==> src/rtl/mem_arbiter_if.sv <==
// Memory-side bus of the arbiter: byte-lane masked 16-bit request/response.
`timescale 1ns/1ps
interface mem_arbiter_if;
  logic        mem_read;
  logic        mem_write;
  logic [1:0]  mem_wmask;
  logic [15:0] mem_address;
  logic [15:0] mem_wdata;
  logic        mem_resp;
  logic [15:0] mem_rdata;

  modport master (
    output mem_read, mem_write, mem_wmask, mem_address, mem_wdata,
    input  mem_resp, mem_rdata
  );

  modport slave (
    input  mem_read, mem_write, mem_wmask, mem_address, mem_wdata,
    output mem_resp, mem_rdata
  );
endinterface

==> src/rtl/mem_arbiter.sv <==
// Shares one 16-bit memory port between the CPU and buffered UART download writes,
// and paces the CPU with a one-cycle clock enable after each bus cycle or step.
`timescale 1ns/1ps
module mem_arbiter #(
  parameter logic [15:0] UART_BASE  = 16'h0000,
  parameter int unsigned FIFO_DEPTH = 4
) (
  input  logic          clk,
  input  logic          RESET,
  input  logic [7:0]    uart_data,
  input  logic [7:0]    uart_addr,
  input  logic          uart_write,
  input  logic          uart_checksum_error,
  input  logic          hold_cpu,
  input  logic [15:0]   cpu_aout,
  input  logic [7:0]    cpu_dout,
  input  logic          cpu_mr,
  input  logic          cpu_mw,
  output logic          cpu_ce,
  output logic [7:0]    cpu_din,
  mem_arbiter_if.master mem,
  output logic          uart_overflow,
  output logic          busy
);
  localparam int unsigned AW = $clog2(FIFO_DEPTH);

  localparam logic [1:0] IDLE     = 2'd0;
  localparam logic [1:0] UART_ACC = 2'd1;
  localparam logic [1:0] CPU_ACC  = 2'd2;
  localparam logic [1:0] STEP     = 2'd3;

  logic [1:0]  r_state, w_state_nxt;
  logic [23:0] r_fifo [FIFO_DEPTH];
  logic [AW:0] r_wptr, r_rptr, w_wptr_nxt, w_rptr_nxt, w_count, w_count_nxt;
  logic [23:0] w_head, w_entry;
  logic        w_empty, w_full, w_flush, w_push_req, w_push, w_pop, w_drop, w_cpu_req;

  logic        r_cpu_rd, r_lane, r_cpu_ce, r_ovf, r_busy;
  logic [7:0]  r_cpu_din;
  logic        r_mem_read, r_mem_write;
  logic [1:0]  r_wmask;
  logic [15:0] r_addr, r_wdata;

  // Pointers carry one extra bit so full/empty are distinguishable; full is count == DEPTH.
  assign w_count    = r_wptr - r_rptr;
  assign w_empty    = (w_count == '0);
  assign w_full     = w_count[AW];
  assign w_flush    = uart_checksum_error;
  assign w_pop      = (r_state == IDLE) && !w_empty && !w_flush;
  assign w_push_req = uart_write && !w_flush;
  assign w_push     = w_push_req && (!w_full || w_pop);
  assign w_drop     = w_push_req && w_full && !w_pop;
  assign w_entry    = {UART_BASE + {8'h00, uart_addr}, uart_data};
  assign w_head     = r_fifo[r_rptr[AW-1:0]];
  assign w_cpu_req  = !hold_cpu && (cpu_mr || cpu_mw);

  always_comb begin
    w_wptr_nxt  = r_wptr + {{AW{1'b0}}, w_push};
    w_rptr_nxt  = w_flush ? r_wptr : r_rptr + {{AW{1'b0}}, w_pop};
    w_count_nxt = w_wptr_nxt - w_rptr_nxt;
  end

  always_comb begin
    w_state_nxt = r_state;
    case (r_state)
      IDLE: begin
        if (w_pop)          w_state_nxt = UART_ACC;
        else if (w_cpu_req) w_state_nxt = CPU_ACC;
        else if (!hold_cpu) w_state_nxt = STEP;
      end
      UART_ACC: if (mem.mem_resp) w_state_nxt = IDLE;
      CPU_ACC:  if (mem.mem_resp) w_state_nxt = STEP;
      default:  w_state_nxt = IDLE;
    endcase
  end

  always_ff @(posedge clk) begin
    if (w_push) r_fifo[r_wptr[AW-1:0]] <= w_entry;
  end

  always_ff @(posedge clk) begin
    if (RESET) begin
      r_state     <= IDLE;
      r_wptr      <= '0;
      r_rptr      <= '0;
      r_cpu_rd    <= 1'b0;
      r_lane      <= 1'b0;
      r_cpu_ce    <= 1'b0;
      r_cpu_din   <= '0;
      r_mem_read  <= 1'b0;
      r_mem_write <= 1'b0;
      r_wmask     <= '0;
      r_addr      <= '0;
      r_wdata     <= '0;
      r_ovf       <= 1'b0;
      r_busy      <= 1'b0;
    end else begin
      r_state  <= w_state_nxt;
      r_wptr   <= w_wptr_nxt;
      r_rptr   <= w_rptr_nxt;
      r_cpu_ce <= (w_state_nxt == STEP);
      r_busy   <= (w_state_nxt != IDLE) || (w_count_nxt != '0);
      if (w_drop) r_ovf <= 1'b1;

      case (r_state)
        IDLE: begin
          if (w_pop) begin
            r_mem_write <= 1'b1;
            r_addr      <= {w_head[23:9], 1'b0};
            r_wmask     <= w_head[8] ? 2'b10 : 2'b01;
            r_wdata     <= {w_head[7:0], w_head[7:0]};
          end else if (w_cpu_req) begin
            // Simultaneous read and write requests resolve to a write.
            r_cpu_rd    <= !cpu_mw;
            r_lane      <= cpu_aout[0];
            r_addr      <= {cpu_aout[15:1], 1'b0};
            r_mem_write <= cpu_mw;
            r_mem_read  <= !cpu_mw;
            r_wmask     <= cpu_mw ? (cpu_aout[0] ? 2'b10 : 2'b01) : 2'b00;
            r_wdata     <= cpu_mw ? {cpu_dout, cpu_dout} : 16'h0000;
          end
        end
        UART_ACC, CPU_ACC: begin
          if (mem.mem_resp) begin
            r_mem_read  <= 1'b0;
            r_mem_write <= 1'b0;
            if (r_state == CPU_ACC && r_cpu_rd)
              r_cpu_din <= r_lane ? mem.mem_rdata[15:8] : mem.mem_rdata[7:0];
          end
        end
        default: ;
      endcase
    end
  end

  assign cpu_ce          = r_cpu_ce;
  assign cpu_din         = r_cpu_din;
  assign uart_overflow   = r_ovf;
  assign busy            = r_busy;
  assign mem.mem_read    = r_mem_read;
  assign mem.mem_write   = r_mem_write;
  assign mem.mem_wmask   = r_wmask;
  assign mem.mem_address = r_addr;
  assign mem.mem_wdata   = r_wdata;
endmodule

==> src/flat_wrapper.sv <==
// flat-port wrapper written by rule: the top's interface ports become plain ports
module mem_arbiter_flat 
#(
  parameter logic [15:0] UART_BASE  = 16'h0000,
  parameter int unsigned FIFO_DEPTH = 4
)
  (clk, RESET, uart_data, uart_addr, uart_write, uart_checksum_error, hold_cpu, cpu_aout, cpu_dout, cpu_mr, cpu_mw, cpu_ce, cpu_din, uart_overflow, busy, mem_mem_read, mem_mem_write, mem_mem_wmask, mem_mem_address, mem_mem_wdata, mem_mem_resp, mem_mem_rdata);
  mem_arbiter_if mem_i ();
  input  logic clk;
  input  logic RESET;
  input  logic [7:0] uart_data;
  input  logic [7:0] uart_addr;
  input  logic uart_write;
  input  logic uart_checksum_error;
  input  logic hold_cpu;
  input  logic [15:0] cpu_aout;
  input  logic [7:0] cpu_dout;
  input  logic cpu_mr;
  input  logic cpu_mw;
  output logic cpu_ce;
  output logic [7:0] cpu_din;
  output logic uart_overflow;
  output logic busy;
  output wire logic [$bits(mem_i.mem_read)-1:0] mem_mem_read;
  output wire logic [$bits(mem_i.mem_write)-1:0] mem_mem_write;
  output wire logic [$bits(mem_i.mem_wmask)-1:0] mem_mem_wmask;
  output wire logic [$bits(mem_i.mem_address)-1:0] mem_mem_address;
  output wire logic [$bits(mem_i.mem_wdata)-1:0] mem_mem_wdata;
  input wire logic [$bits(mem_i.mem_resp)-1:0] mem_mem_resp;
  input wire logic [$bits(mem_i.mem_rdata)-1:0] mem_mem_rdata;
  assign mem_mem_read = mem_i.mem_read;
  assign mem_mem_write = mem_i.mem_write;
  assign mem_mem_wmask = mem_i.mem_wmask;
  assign mem_mem_address = mem_i.mem_address;
  assign mem_mem_wdata = mem_i.mem_wdata;
  assign mem_i.mem_resp = mem_mem_resp;
  assign mem_i.mem_rdata = mem_mem_rdata;
  mem_arbiter #(.UART_BASE(UART_BASE), .FIFO_DEPTH(FIFO_DEPTH)) u_core (.clk(clk), .RESET(RESET), .uart_data(uart_data), .uart_addr(uart_addr), .uart_write(uart_write), .uart_checksum_error(uart_checksum_error), .hold_cpu(hold_cpu), .cpu_aout(cpu_aout), .cpu_dout(cpu_dout), .cpu_mr(cpu_mr), .cpu_mw(cpu_mw), .cpu_ce(cpu_ce), .cpu_din(cpu_din), .mem(mem_i), .uart_overflow(uart_overflow), .busy(busy));
endmodule
==> config.mk <==
export PLATFORM = sky130hd
export DESIGN_NAME = mem_arbiter_flat
export DESIGN_NICKNAME = d
export VERILOG_FILES = /design/src/rtl/mem_arbiter_if.sv /design/src/rtl/mem_arbiter.sv /design/src/flat_wrapper.sv
export SDC_FILE = /design/constraint.sdc
export NUM_CORES = 1
export LEC_CHECK = 0
export BUFFER_PORTS_ARGS = -buffer_cell sky130_fd_sc_hd__buf_2
export CAP_MARGIN = 10
export CORE_AREA = 3 3 163 86
export CTS_CLUSTER_SIZE = 28
export DETAILED_ROUTE_END_ITERATION = 12
export DIE_AREA = 0 0 166 89
export GPL_TIMING_DRIVEN = 0
export MAX_ROUTING_LAYER = met4
export PLACE_DENSITY = 0.59
export SKIP_LAST_GASP = 1
export SLEW_MARGIN = 30
export SYNTH_ARGS = -nofsm -noshare
export SYNTH_HDL_FRONTEND = slang
export SYNTH_SLANG_ARGS = --single-unit
==> constraint.sdc <==
create_clock -name clk -period 4.2 [get_ports clk]
set_clock_uncertainty 0.15 [all_clocks]
set_input_delay 0.63 -clock clk [delete_from_list [all_inputs] [get_ports clk]]
set_output_delay 0.63 -clock clk [all_outputs]
set_load 0.03 [all_outputs]
### Yosys cells after proc, flatten, opt, wreduce, memory -nomap -nowiden

Memories as Yosys holds them, arrays and structs flattened. A register that Yosys moved wholly into a read port is not among the register bits.
Index checks and enable logic that the tools add are counted.
Widths: inputs -> output; s select.

| storage, ports and cells | value |
|---|---|
| output and inout port bits | 47 |
| memory bits (writable) | 64 |
| flip-flop bits (word level) | 57 |
| memories | 1 |
| input port bits | 64 |

Memories:

| memory | words | bits a word | rd ports | clocked after Yosys merged registers in | wr ports | line | text |
|---|---|---|---|---|---|---|---|
| u_core.r_fifo | 4 | 16 | 1 | 1 | 1 | mem_arbiter.sv:33 | `logic [23:0] r_fifo [FIFO_DEPTH];` |

| operators by class | value |
|---|---|
| bitwise operators | 1 |
| reduce and logical (&&, ||, !) cells | 29 |
| eq/ne operators | 7 |
| add/subtract/negate cells | 4 |
| mux-type cells | 28 |

Operator list:

| cell | count |
|---|---|
| $mux 16 | 5 |
| $mux 2 | 11 |
| $reduce_and 3->1 | 3 |
| $logic_and 1x1->1 | 8 |
| $mux 8 | 1 |
| $mux 1 | 7 |
| $add 3x1->3 | 2 |
| $logic_not 1->1 | 6 |
| $pmux 2 s3 | 1 |
| $reduce_bool 2->1 | 3 |
| $sub 3x3->3 | 2 |
| $eq 2x2->1 const B | 2 |
| $ne 2x2->1 const B | 2 |
| $pmux 1 s2 | 2 |
| $reduce_and 4->1 | 1 |
| $logic_not 3->1 | 1 |
| $logic_or 1x1->1 | 3 |
| $mux 3 | 1 |
| $ne 3x1->1 const B | 1 |
| $reduce_bool 3->1 | 1 |
| $eq 2x1->1 const B | 1 |
| $logic_not 2->1 | 1 |
| $ne 2x1->1 const B | 1 |
| $reduce_and 2->1 | 1 |
| 2 further kinds | 2 |

### Logic depth before layout (Yosys ltp)

Gate-level depths: netlist of the first run.

| logic depth | value |
|---|---|
| word-level depth | 11 |
| gate-level depth with buffers | 17 |

### Worst setup path after synthesis of the first run

No wires, ideal clock.

| timing path | value |
|---|---|
| path type | reg2reg |
| from | reg u_core.r_rptr[1] |
| to | reg u_core.r_busy (netlist: u_core.busy) |
| stages on the path, launching flop included | 18 |
| setup time | 0.131 ns |
| arrival | 3.324 ns |
| buffers on the path | 3 |
| setup slack | 0.595 ns |
| path through | dfxtp_1 -> clkbuf_1 -> buf_1 -> inv_1 -> ha_1 -> nor2b_1 -> xnor2_1 -> a311oi_4 -> buf_2 -> and2_1 -> ha_1 -> mux2i_1 -> ha_1 -> nand2b_1 -> xnor2_1 -> xnor2_1 -> o21ai_0 -> o31ai_1 |

| between the ends | value |
|---|---|
| cells in the longest elaborated chain, start to end | 11 |
| elaborated cells between the ends (all ways) | 17 |

Ends and longest elaborated chain:

| element | line | text |
|---|---|---|
| start, declared | mem_arbiter.sv:34 | `logic [AW:0] r_wptr, r_rptr, w_wptr_nxt, w_rptr_nxt, w_count, w_count_nxt;` |
| start signal, assigned | mem_arbiter.sv:100 | `r_rptr <= w_rptr_nxt;` |
| $sub 3x3->3 | mem_arbiter.sv:45 | `assign w_count = r_wptr - r_rptr;` |
| $logic_not 3->1 | mem_arbiter.sv:46 | `assign w_empty = (w_count == '0);` |
| $logic_not 1->1 | mem_arbiter.sv:49 | `assign w_pop = (r_state == IDLE) && !w_empty && !w_flush;` |
| $logic_and 1x1->1 (2 in series) | mem_arbiter.sv:49 |  |
| $logic_or 1x1->1 | mem_arbiter.sv:51 | `assign w_push = w_push_req && (!w_full \|\| w_pop);` |
| $logic_and 1x1->1 | mem_arbiter.sv:51 |  |
| $add 3x1->3 | mem_arbiter.sv:58 | `w_wptr_nxt = r_wptr + {{AW{1'b0}}, w_push};` |
| $sub 3x3->3 | mem_arbiter.sv:60 | `w_count_nxt = w_wptr_nxt - w_rptr_nxt;` |
| $reduce_bool 3->1 | mem_arbiter.sv:102 | `r_busy <= (w_state_nxt != IDLE) \|\| (w_count_nxt != '0);` |
| $logic_or 1x1->1 (*) | mem_arbiter.sv:102 |  |
| end signal, assigned | mem_arbiter.sv:102 |  |
| end, declared | mem_arbiter.sv:38 | `logic r_cpu_rd, r_lane, r_cpu_ce, r_ovf, r_busy;` |

Mark *: on every way between the ends. The rest lies on a longest branch, timed or not.
A chain may end at the register's enable or synchronous reset.

### Worst setup path after layout of the first run

| timing path | value |
|---|---|
| from | reg u_core.r_rptr[1] |
| to | reg u_core.r_busy (netlist: u_core.busy) |

| between the ends | value |
|---|---|
| cells in the longest elaborated chain, start to end | 11 |
| elaborated cells between the ends (all ways) | 17 |

Ends and longest elaborated chain:

| element | line |
|---|---|
| $sub 3x3->3 (*) | mem_arbiter.sv:45 |
| $logic_not 3->1 | mem_arbiter.sv:46 |
| $logic_not 1->1 | mem_arbiter.sv:49 |
| $logic_and 1x1->1 (2 in series) | mem_arbiter.sv:49 |
| $logic_or 1x1->1 (*) | mem_arbiter.sv:51 |
| $logic_and 1x1->1 (*) | mem_arbiter.sv:51 |
| $add 3x1->3 (*) | mem_arbiter.sv:58 |
| named net u_core.w_wptr_nxt[1] | mem_arbiter.sv:34 |
| $sub 3x3->3 (*) | mem_arbiter.sv:60 |
| $reduce_bool 3->1 (*) | mem_arbiter.sv:102 |
| $logic_or 1x1->1 (*) | mem_arbiter.sv:102 |

Mark *: on every way through the listed nets, which the timed path passes. The rest lies on a longest branch.

==> flow_summary.yaml, run 1 <==
status:
  status: "complete, no violations"
clock_tree:
  cts.sinks: 112
  ctsHoldBuffers: 0
  cts_made_buffers: 9
  cts_tree: "done"
  cts-root-buf: "clkbuf_16"
  htreeDepth: 3
  clk_path_buf_depth: 2
  worstSkewPairLatency_ns: 0.35
  clkTransAtPathRegs_ns: 0.08
timing:
  setup_viol_count_final: 0
  min_period_ns: 3.852
  clock.fmax_mhz: 259.6
  tightestPinTransition_ns: 0.8771
  hold_viol: 0
  relSlewSlack_pct: 41.53
  rsz0062_at_grt: "false"
  slew_violations: 0
  fin_crit_sh_pct: 91.71
  fin_hold_ws_ns: 0.3062
final_layout:
  nets: 561
  antenna_cells: 0
  final_cell_mix: "buf_2, edfxtp_1, dfxtp_1"
  fillCellCount: 1155
  final_layout_size_suffix_gt1_share_pct: 34.08
  area_delta_synth_final_pct: 23.32
  final_common_cell: "buf_2"
  fin_area_um2: 5756
  final_core_util_pct: 45.71
place:
  gp_congestion: 0.7527
  portBuffers: 107
  place_hpwl_mm: 7.701
  dpl_cell_area_um2: 5460
setup_path:
  reg2reg_to: "u_core.busy$_SDFF_PP0_"
  crit_path_max_fanout: 10
  max_stage_delay_ns: 0.36
  crit_path_frequent_cell: "ha_1"
  reg2reg_from: "u_core.r_rptr[1]$_SDFF_PP0_"
  end_kind: "flop"
  rr_worst_depth: 17
  ff2ff_setup_slack_ns: 0.35
  cp.arrival_ns: 3.91
  path_class: "flop to flop"
  cp_cell_sequence: "clkbuf_2 > buf_2 > inv_1 > ha_1 > nand2b_1 > and3_1 > nor3_1 > nand2b_1 > inv_1 > ha_1 > ha_1 > ha_1 > nand2b_1 > xnor2_1 > xnor2_1 > o21ai_0 > o31ai_1"
  critPathSlowestCell: "ha_1"
  crit_required_ns: 4.26
  crit_path_start_kind: "flop"
global_routing:
  grt_max_degree: 21
  gr-total-overflow: 0
  grt_pass1_vias: 3162
  antenna_found_initial: 0
  grt_use_total_pct: 14.95
  grt_pass1_wl_mm: 16.68
pwr:
  cellLeakagePower_uw: 0.002224
  irDropWorstVdd_mv: 0.2479
  p_per_area_nw_per_um2: 508.9
synthesis:
  yosysTopAreaCellShare_pct: 41.18
  ys_warn_count: 0
  ys_seq_area_share_pct: 61.77
  ys_types: 43
  synth_seq_cells: 112
  ys.flop_type: "edfxtp_1"
  postSynth.asyncResetShare_pct: 0
  syn_nets: 438
  synth-edff-count: 64
  syn_area_um2: 4667
  syn_inst: 363
  synthTopCellsByArea: "edfxtp_1, dfxtp_1, mux4_2, ha_1, nand2_1"
  avgSynthCellArea_um2: 12.86
  synth_top_area_cell: "edfxtp_1"
floorplanning:
  core_area_um2: 12590
  die-area_um2: 14770
  start_util_pct: 37.07
  die_height_um: 89
  ios: 111
  std_cell_rows: 29
  fp.dieW_um: 166
drt:
  drt_wl_total_mm: 10.39
  firstDrtPassIters: 4
  avgRoutedWirePerCell_um: 15.75
  drc_errors: 0
  drt_iter0_drc: 251
  final_antenna_net_count: 0
  num_vias: 3183
  via_per_inst: 4.823
flow_run:
  maxCapViolCount: 0
hold_path:
  hold_class: "flop to flop"
  whs_endpoint: "u_core.mem.mem_address[10]$_SDFFE_PP0P_"
  whs_path_depth: 2
  min_from: "u_core.mem.mem_address[10]$_SDFFE_PP0P_"
[critical path, delay by kind of cell, from the launching register on]
| family | cells | cell delay, ns |
|---|---|---|
| flip-flops | 1 | 0.33 |
| AND/OR/NAND/NOR | 5 | 0.93 |
| AO/OA/AOI/OAI | 2 | 0.25 |
| buffers and inverters | 4 | 0.76 |
| XOR/XNOR | 2 | 0.25 |
| adder cells (fa/ha/maj) | 4 | 1.04 |
[layer usage]
layer,GRT usage [%],routed length [um],vias to the layer above
met3,4.373,490,6
met5,-,0,-
met1,19.18,4830,1509
met4,3.094,106,0
li1,-,-,1589
met2,24.06,4968,79
[layout make-up]
class                      count  area [um2]  area share (%)
sequential                   112        2883           50.09
clock buffer                   9       225.2           3.913
multi-input combinational    209        1602           27.83
inverter                      12       45.04          0.7826
buffer                        30       155.1           2.696
timing repair buffer         112       573.1           9.957
tap                          170       212.7           3.696
clock inverter                 6       60.06           1.043
[worst max path at each step]
stage                     cells after the start                   startpoint                              to  slack [ns]
after global routing                         17  u_core.r_rptr[1]$_SDFF_PP0_          u_core.busy$_SDFF_PP0_        0.06
final                                        17  u_core.r_rptr[1]$_SDFF_PP0_          u_core.busy$_SDFF_PP0_        0.35
after global placement                        9  u_core.r_rptr[1]$_SDFF_PP0_  u_core.r_fifo[1][12]$_DFFE_PP_       -0.76
after CTS                                    17  u_core.r_rptr[1]$_SDFF_PP0_          u_core.busy$_SDFF_PP0_        0.12
after floorplan                              17  u_core.r_rptr[1]$_SDFF_PP0_          u_core.busy$_SDFF_PP0_        0.60
after detailed placement                     17  u_core.r_rptr[1]$_SDFF_PP0_          u_core.busy$_SDFF_PP0_       -0.31
[sequential cells by signal, indices dropped and copies added (netlist names)]
name / flops
u_core.uart_overflow: 1
u_core.r_lane: 1
u_core.cpu_din: 8
u_core.r_fifo: 64
u_core.r_rptr: 3
u_core.mem.mem_write: 1
u_core.r_cpu_rd: 1
u_core.r_state: 2
u_core.busy: 1
u_core.mem.mem_read: 1
u_core.mem.mem_wdata: 8
u_core.r_wptr: 3
u_core.mem.mem_wmask: 2
u_core.mem.mem_address: 15
u_core.cpu_ce: 1
[synth_stat cells (2+ instances only)]
master / count
inv_1: 11
mux4_2: 16
and3_1: 3
buf_4: 9
xnor2_1: 6
dfxtp_1: 48
a221oi_1: 9
o211ai_1: 2
buf_1: 2
edfxtp_1: 64
a311oi_1: 8
nand3_1: 2
nor2_1: 34
nand2b_1: 4
buf_2: 5
a21oi_1: 18
o21ai_0: 4
nor3_1: 14
ha_1: 11
nor2b_1: 5
a211oi_1: 10
clkbuf_1: 14
mux2i_1: 10
nand2_1: 35
[repair_timing]
| action | CTS | global route |
|---|---|---|
| gates cloned | 0 | 0 |
| setup buffers | 1 | 0 |
| resized for setup | 1 | 2 |
| pin swaps | 1 | 0 |
| setup endpoints to repair | 1 | 1 |
[power breakdown]
| part | internal [uW] | switching, uW |
|---|---|---|
| Clock | 414 | 404 |
| Combinational | 288 | 511 |
| Sequential | 1260 | 52.3 |
[through the flow]
step | cells | TNS (ns) | power (uW) | setup slack [ns]
3_3_place_gp | 640 | -24.22 | 2131 | -0.7553
2_1_floorplan | 363 | 0 | 1898 | 0.5952
3_5_place_dp | 644 | -0.3125 | 2141 | -0.3125
6_report | 660 | 0 | 2929 | 0.3482
5_1_grt | 660 | 0 | 3093 | 0.05684
4_1_cts | 660 | 0 | 2967 | 0.1245
[cells by family (layout without fill, tap and decap cells)]
logic type / Yosys count / after routing / share of synthesized area, %
flops: 112 / 112 / 61.77
buf+inv: 42 / 169 / 4.236
other cells: 1 / 1 / 0.08035
fa+ha+maj: 11 / 11 / 2.949
xor+xnor: 7 / 7 / 1.475
compound gates: 59 / 59 / 9.357
mux: 26 / 26 / 9.866
simple gates: 105 / 105 / 10.27
No activity file was read; power rests on OpenSTA's default activity.
==> inputs of run 2 (changes only) <==
--- a/config.mk
+++ b/config.mk
@@ -7,13 +7,13 @@
 export LEC_CHECK = 0
 export BUFFER_PORTS_ARGS = -buffer_cell sky130_fd_sc_hd__buf_2
 export CAP_MARGIN = 10
-export CORE_AREA = 3 3 163 86
+export CORE_AREA = 3 3 137 73
 export CTS_CLUSTER_SIZE = 28
 export DETAILED_ROUTE_END_ITERATION = 12
-export DIE_AREA = 0 0 166 89
+export DIE_AREA = 0 0 140 76
 export GPL_TIMING_DRIVEN = 0
 export MAX_ROUTING_LAYER = met4
-export PLACE_DENSITY = 0.59
+export PLACE_DENSITY = 0.79
 export SKIP_LAST_GASP = 1
 export SLEW_MARGIN = 30
 export SYNTH_ARGS = -nofsm -noshare
==> run 2 against run 1 <==
Final area down 0.76%; cell count down 7.7%; global-route usage up 5.6 points; largest power group unchanged; register-to-register slack better by 0.04 ns; die area down 28%; hold slack worse by 0.0048 ns; largest cell class unchanged; sequential power about the same; total power up 0.38%; worst setup slack better by 0.037 ns; core utilization up 20 points; clock power down 0.7%.
==> flow_summary.yaml, run 2 (synthesized netlist as in run 1, its figures left out) <==
status:
  status: "complete, no violations"
setup_path:
  crit_required_ns: 4.26
  cp.arrival_ns: 3.87
  max_stage_delay_ns: 0.44
  end_kind: "flop"
  crit_path_max_fanout: 10
  crit_path_start_kind: "flop"
  critPathSlowestCell: "a311oi_4"
  path_class: "flop to flop"
  path_buf_inv: 4
  cp_cell_sequence: "clkbuf_2 > clkbuf_4 > inv_1 > ha_1 > nor2b_1 > xnor2_1 > a311oi_4 > clkbuf_4 > and2_1 > ha_1 > mux2i_1 > ha_1 > nand2b_1 > xnor2_1 > xnor2_1 > o21ai_0 > o31ai_1"
  crit_family: "buffers and inverters"
final_layout:
  largest_reg_flops: 64
  nets: 563
  antenna_cells: 0
  final_layout_size_suffix_gt1_share_pct: 34.35
  fillCellCount: 653
  fin_area_um2: 5712
  area_delta_synth_final_pct: 22.39
  final_cell_mix: "buf_2, edfxtp_1, dfxtp_1"
  final_common_cell: "buf_2"
drt:
  via_per_inst: 5.525
  final_antenna_net_count: 0
  drc_errors: 0
  drt_wl_total_mm: 10.28
  drt_iter0_drc: 214
  avgRoutedWirePerCell_um: 16.88
  num_vias: 3365
  firstDrtPassIters: 5
global_routing:
  gr-total-overflow: 0
  grt_use_total_pct: 20.58
  grt_pass1_wl_mm: 16.75
  antenna_found_initial: 0
  grt_max_degree: 21
  grt_pass1_vias: 3284
pwr:
  p_switching_uw: 971.3
  combinationalPowerShare_pct: 27.6
  p_clk_share_pct: 27.6
  irDropWorstVdd_mv: 0.2327
  p_seq_share_pct: 44.8
  p_sw_share_pct: 33.04
  p_per_area_nw_per_um2: 514.7
  cellLeakagePower_uw: 0.002235
  p_int_uw: 1969
floorplanning:
  ios: 111
  die_height_um: 76
  fp.dieW_um: 140
  core_area_um2: 8708
  start_util_pct: 53.59
  die-area_um2: 10640
  std_cell_rows: 24
timing:
  fin_ws_ns: 0.3852
  min_period_ns: 3.815
  fin_crit_sh_pct: 90.83
  relSlewSlack_pct: 42.55
  slew_violations: 0
  hold_viol: 0
  fin_hold_ws_ns: 0.3014
  rsz0062_at_grt: "false"
  tightestPinTransition_ns: 0.8618
  clock.fmax_mhz: 262.1
  setup_viol_count_final: 0
clock_tree:
  htreeDepth: 3
  cts-root-buf: "clkbuf_16"
  worstSkewPairLatency_ns: 0.35
  clkTransAtPathRegs_ns: 0.07
  clk_path_buf_depth: 2
  cts_tree: "done"
  cts.sinks: 112
  cts_made_buffers: 9
place:
  post-place-ws_ns: -0.2419
  dpl_cell_area_um2: 5401
  portBuffers: 107
  gp_congestion: 0.8516
  place_hpwl_mm: 7.489
hold_path:
  hold_class: "flop to flop"
flow_run:
  maxCapViolCount: 0
## run 2: cell count changes in the layout (fill, tap and decap cells not counted), sizes merged
cell and delta:
clkinv -1, clkbuf +2, inv +1
## run 2: timing repair
| item | CTS | global route |
|---|---|---|
| pin swaps | 0 | 1 |
| setup endpoints to repair | 1 | 1 |
| hold buffers | 0 | 0 |
| resized for setup | 2 | 2 |
| setup buffers | 0 | 3 |
| cloned | 0 | 0 |
## run 2: worst register-to-register path: cells and delay by family (launching register included)
kind	cells	cell delay, ns
and+or+nand+nor	3	0.41
DFF	1	0.34
adders and majority gates	3	0.61
xor gates and xnor gates	3	0.34
muxes	1	0.19
AOI/OAI and AO/OA	3	0.70
buffers and inverters	4	0.93
## run 2: layout make-up
class                      instances  area (um2)  area share [%]
buffer                            30       160.2           2.804
clock buffer                       9       225.2           3.943
clock inverter                     6       55.05          0.9639
inverter                          12       45.04          0.7886
multi-input combinational        209        1602           28.04
sequential                       112        2883           50.47
tap                              117       146.4           2.563
timing repair buffer             114       595.6           10.43
## run 2: through the flow
stage	power [uW]	TNS [ns]	instances	util [%]
2_1_floorplan	1898	0	363	-
3_3_place_gp	2110	-17.28	587	61.42
3_5_place_dp	2133	-0.2419	591	62.03
4_1_cts	2943	0	606	65.27
5_1_grt	3098	0	609	65.59
6_report	2940	0	609	65.59
## run 2: path summary, 6_finish.rpt
kind | start | end | slack (ns) | cells after the start
worst max-delay path | u_core.r_rptr[1]$_SDFF_PP0_ | u_core.busy$_SDFF_PP0_ | 0.39 | 17
worst min-delay path | u_core.mem.mem_address[8]$_SDFFE_PP0P_ | u_core.mem.mem_address[8]$_SDFFE_PP0P_ | 0.30 | 2
worst max register to register | u_core.r_rptr[1]$_SDFF_PP0_ | u_core.busy$_SDFF_PP0_ | 0.39 | 17
worst min register to register | u_core.mem.mem_address[8]$_SDFFE_PP0P_ | u_core.mem.mem_address[8]$_SDFFE_PP0P_ | 0.30 | 2
## run 2: power by group through the flow
stage	clock network, uW	registers (uW)	logic (uW)
2_1_floorplan	0	1460	433
3_5_place_dp	0	1340	794
5_1_grt	890	1330	881
6_report	812	1320	812
3_3_place_gp	0	1340	775
4_1_cts	829	1320	799
## run 2: metal layers
| metal | GRT usage, % | wire (um) | up-vias |
|---|---|---|---|
| met3 | 5.643 | 661 | 16 |
| li1 | - | - | 1594 |
| met1 | 25.37 | 4367 | 1612 |
| met4 | 7.350 | 183 | 0 |
| met2 | 33.03 | 5069 | 143 |
| met5 | - | 0 | - |
==> inputs of run 3 (changes only) <==
--- a/config.mk
+++ b/config.mk
@@ -7,13 +7,14 @@
 export LEC_CHECK = 0
 export BUFFER_PORTS_ARGS = -buffer_cell sky130_fd_sc_hd__buf_2
 export CAP_MARGIN = 10
-export CORE_AREA = 3 3 137 73
+export CORE_AREA = 3 3 155 82
 export CTS_CLUSTER_SIZE = 28
 export DETAILED_ROUTE_END_ITERATION = 12
-export DIE_AREA = 0 0 140 76
+export DIE_AREA = 0 0 158 85
 export GPL_TIMING_DRIVEN = 0
+export HOLD_SLACK_MARGIN = 0.12
 export MAX_ROUTING_LAYER = met4
-export PLACE_DENSITY = 0.79
+export PLACE_DENSITY = 0.64
 export SKIP_LAST_GASP = 1
 export SLEW_MARGIN = 30
 export SYNTH_ARGS = -nofsm -noshare
==> run 3 against run 2 <==
Hold slack gained 0.0094 ns; total power grew 1.8%; critical path depth is the same; largest cell class unchanged; largest power group unchanged.
==> flow_summary.yaml, run 3 (synthesized netlist as in run 1, its figures left out) <==
status:
  status: "complete, no violations"
setup_path:
  reg2reg_from: "u_core.r_rptr[1]$_SDFF_PP0_"
  path_class: "flop to flop"
  ff2ff_setup_slack_ns: 0.34
  cp.arrival_ns: 3.91
  crit_path_start_kind: "flop"
  end_kind: "flop"
  crit_required_ns: 4.26
  crit_start: "u_core.r_rptr[1]$_SDFF_PP0_"
  crit_path_max_fanout: 10
drt:
  highest_layer: "met4"
  wl_met2_mm: 4.908
  drc_errors: 0
  avgRoutedWirePerCell_um: 18.05
  wl_met1_mm: 5.780
  firstDrtPassIters: 4
  via_per_inst: 5.113
  drt_iter0_drc: 259
  final_antenna_net_count: 0
  num_vias: 3293
  drt_wl_total_mm: 11.63
  wl_met3_um: 841
place:
  gp_congestion: 0.8797
  portBuffers: 107
  post-place-ws_ns: -0.3993
  dpl_cell_area_um2: 5435
  place_hpwl_mm: 8.590
global_routing:
  grt_pass1_wl_mm: 17.60
  grt_pass1_vias: 3204
  gr-total-overflow: 0
  grt_use_total_pct: 17.95
  grt_max_degree: 19
  antenna_found_initial: 1
final_layout:
  final_cell_mix: "buf_2, edfxtp_1, dfxtp_1"
  fin_area_um2: 5767
  final_layout_size_suffix_gt1_share_pct: 34.69
  nets: 563
  area_delta_synth_final_pct: 23.57
  largest_reg_flops: 64
  final_common_cell: "buf_2"
clock_tree:
  htreeDepth: 3
  cts.sinks: 112
  cts_tree: "done"
  clkTransAtPathRegs_ns: 0.07
  ctsHoldBuffers: 0
  cts_made_buffers: 9
  clk_path_buf_depth: 2
  worstSkewPairLatency_ns: 0.35
  cts-root-buf: "clkbuf_16"
floorplanning:
  ios: 111
  std_cell_rows: 28
  core_area_um2: 11530
  die_height_um: 85
  fp.dieW_um: 158
  start_util_pct: 40.49
  die-area_um2: 13430
timing:
  tightestPinTransition_ns: 0.8666
  relSlewSlack_pct: 42.23
  hold_viol: 0
  min_period_ns: 3.857
  fin_hold_ws_ns: 0.3109
  clock.fmax_mhz: 259.3
  fin_crit_sh_pct: 91.83
  tns_ns: 0
  fin_ws_ns: 0.3430
  slew_violations: 0
  setup_viol_count_final: 0
hold_path:
  hold_class: "flop to flop"
  min_from: "u_core.mem.mem_address[10]$_SDFFE_PP0P_"
flow_run:
  maxCapViolCount: 0
pwr:
  total_power_uw: 2994
  irDropWorstVdd_mv: 0.2032
  cellLeakagePower_uw: 0.002245
  p_per_area_nw_per_um2: 519.2
-- run 3: cell types whose count changed in the layout (fill, tap and decap cells not counted), moves of 2 or more --
| cell | change |
|---|---|
| inv_6 | -2 |
| buf_4 | +2 |
| clkinv_2 | +2 |
| buf_6 | -2 |
-- run 3: what timing repair did --
item                                    in CTS  in global routing
gates cloned                                 0                  0
resized for setup                            2                  1
endpoints found under the hold margin        0                  0
setup buffers                                0                  3
endpoints found under the setup margin       1                  1
pin swaps                                    0                  1
-- run 3: path summary, 6_finish.rpt --
check | cells after the start | end
max | 17 | u_core.busy$_SDFF_PP0_
min | 2 | u_core.mem.mem_address[10]$_SDFFE_PP0P_
max reg2reg | 17 | u_core.busy$_SDFF_PP0_
min reg2reg | 2 | u_core.mem.mem_address[10]$_SDFFE_PP0P_
-- run 3: worst max-delay path, cell delays in order, from the launching register on --
cell and delay, ns:
dfxtp_1 0.33, clkbuf_2 0.26, buf_2 0.33, inv_1 0.08, ha_1 0.21, nor2b_1 0.14
xnor2_1 0.14, a311oi_4 0.40, clkbuf_4 0.33, and2_1 0.18, ha_1 0.23, mux2i_1 0.20
ha_1 0.17, nand2b_1 0.11, xnor2_1 0.13, xnor2_1 0.08, o21ai_0 0.15, o31ai_1 0.09
-- run 3: cell type report --
type	count	area, um2
clock buffer	11	264.0
inverter	12	45.04
sequential	112	2883
antenna	1	2.502
fill	1023	5759
buffer	30	157.7
multi-input combinational	209	1603
tap	150	187.7
timing repair buffer	114	588.1
clock inverter	5	36.28
-- run 3: where the power goes --
part | leakage [uW] | internal (uW) | switching, uW
Clock | 0.000151 | 458 | 389
Sequential | 0.000973 | 1260 | 52.0
Combinational | 0.00112 | 295 | 539
Total | 0.00225 | 2010 | 980
-- run 3: through the flow --
step           cells  utilization, %
2_1_floorplan    363               -
3_3_place_gp     620           46.77
3_5_place_dp     624           47.16
4_1_cts          640           49.78
5_1_grt          644           50.03
6_report         644           50.03
-- run 3: routing by layer --
layer,up-vias,global-route usage [%]
met1,1579,26.74
met5,-,-
met3,9,4.228
li1,1589,-
met4,0,4.215
met2,116,24.89
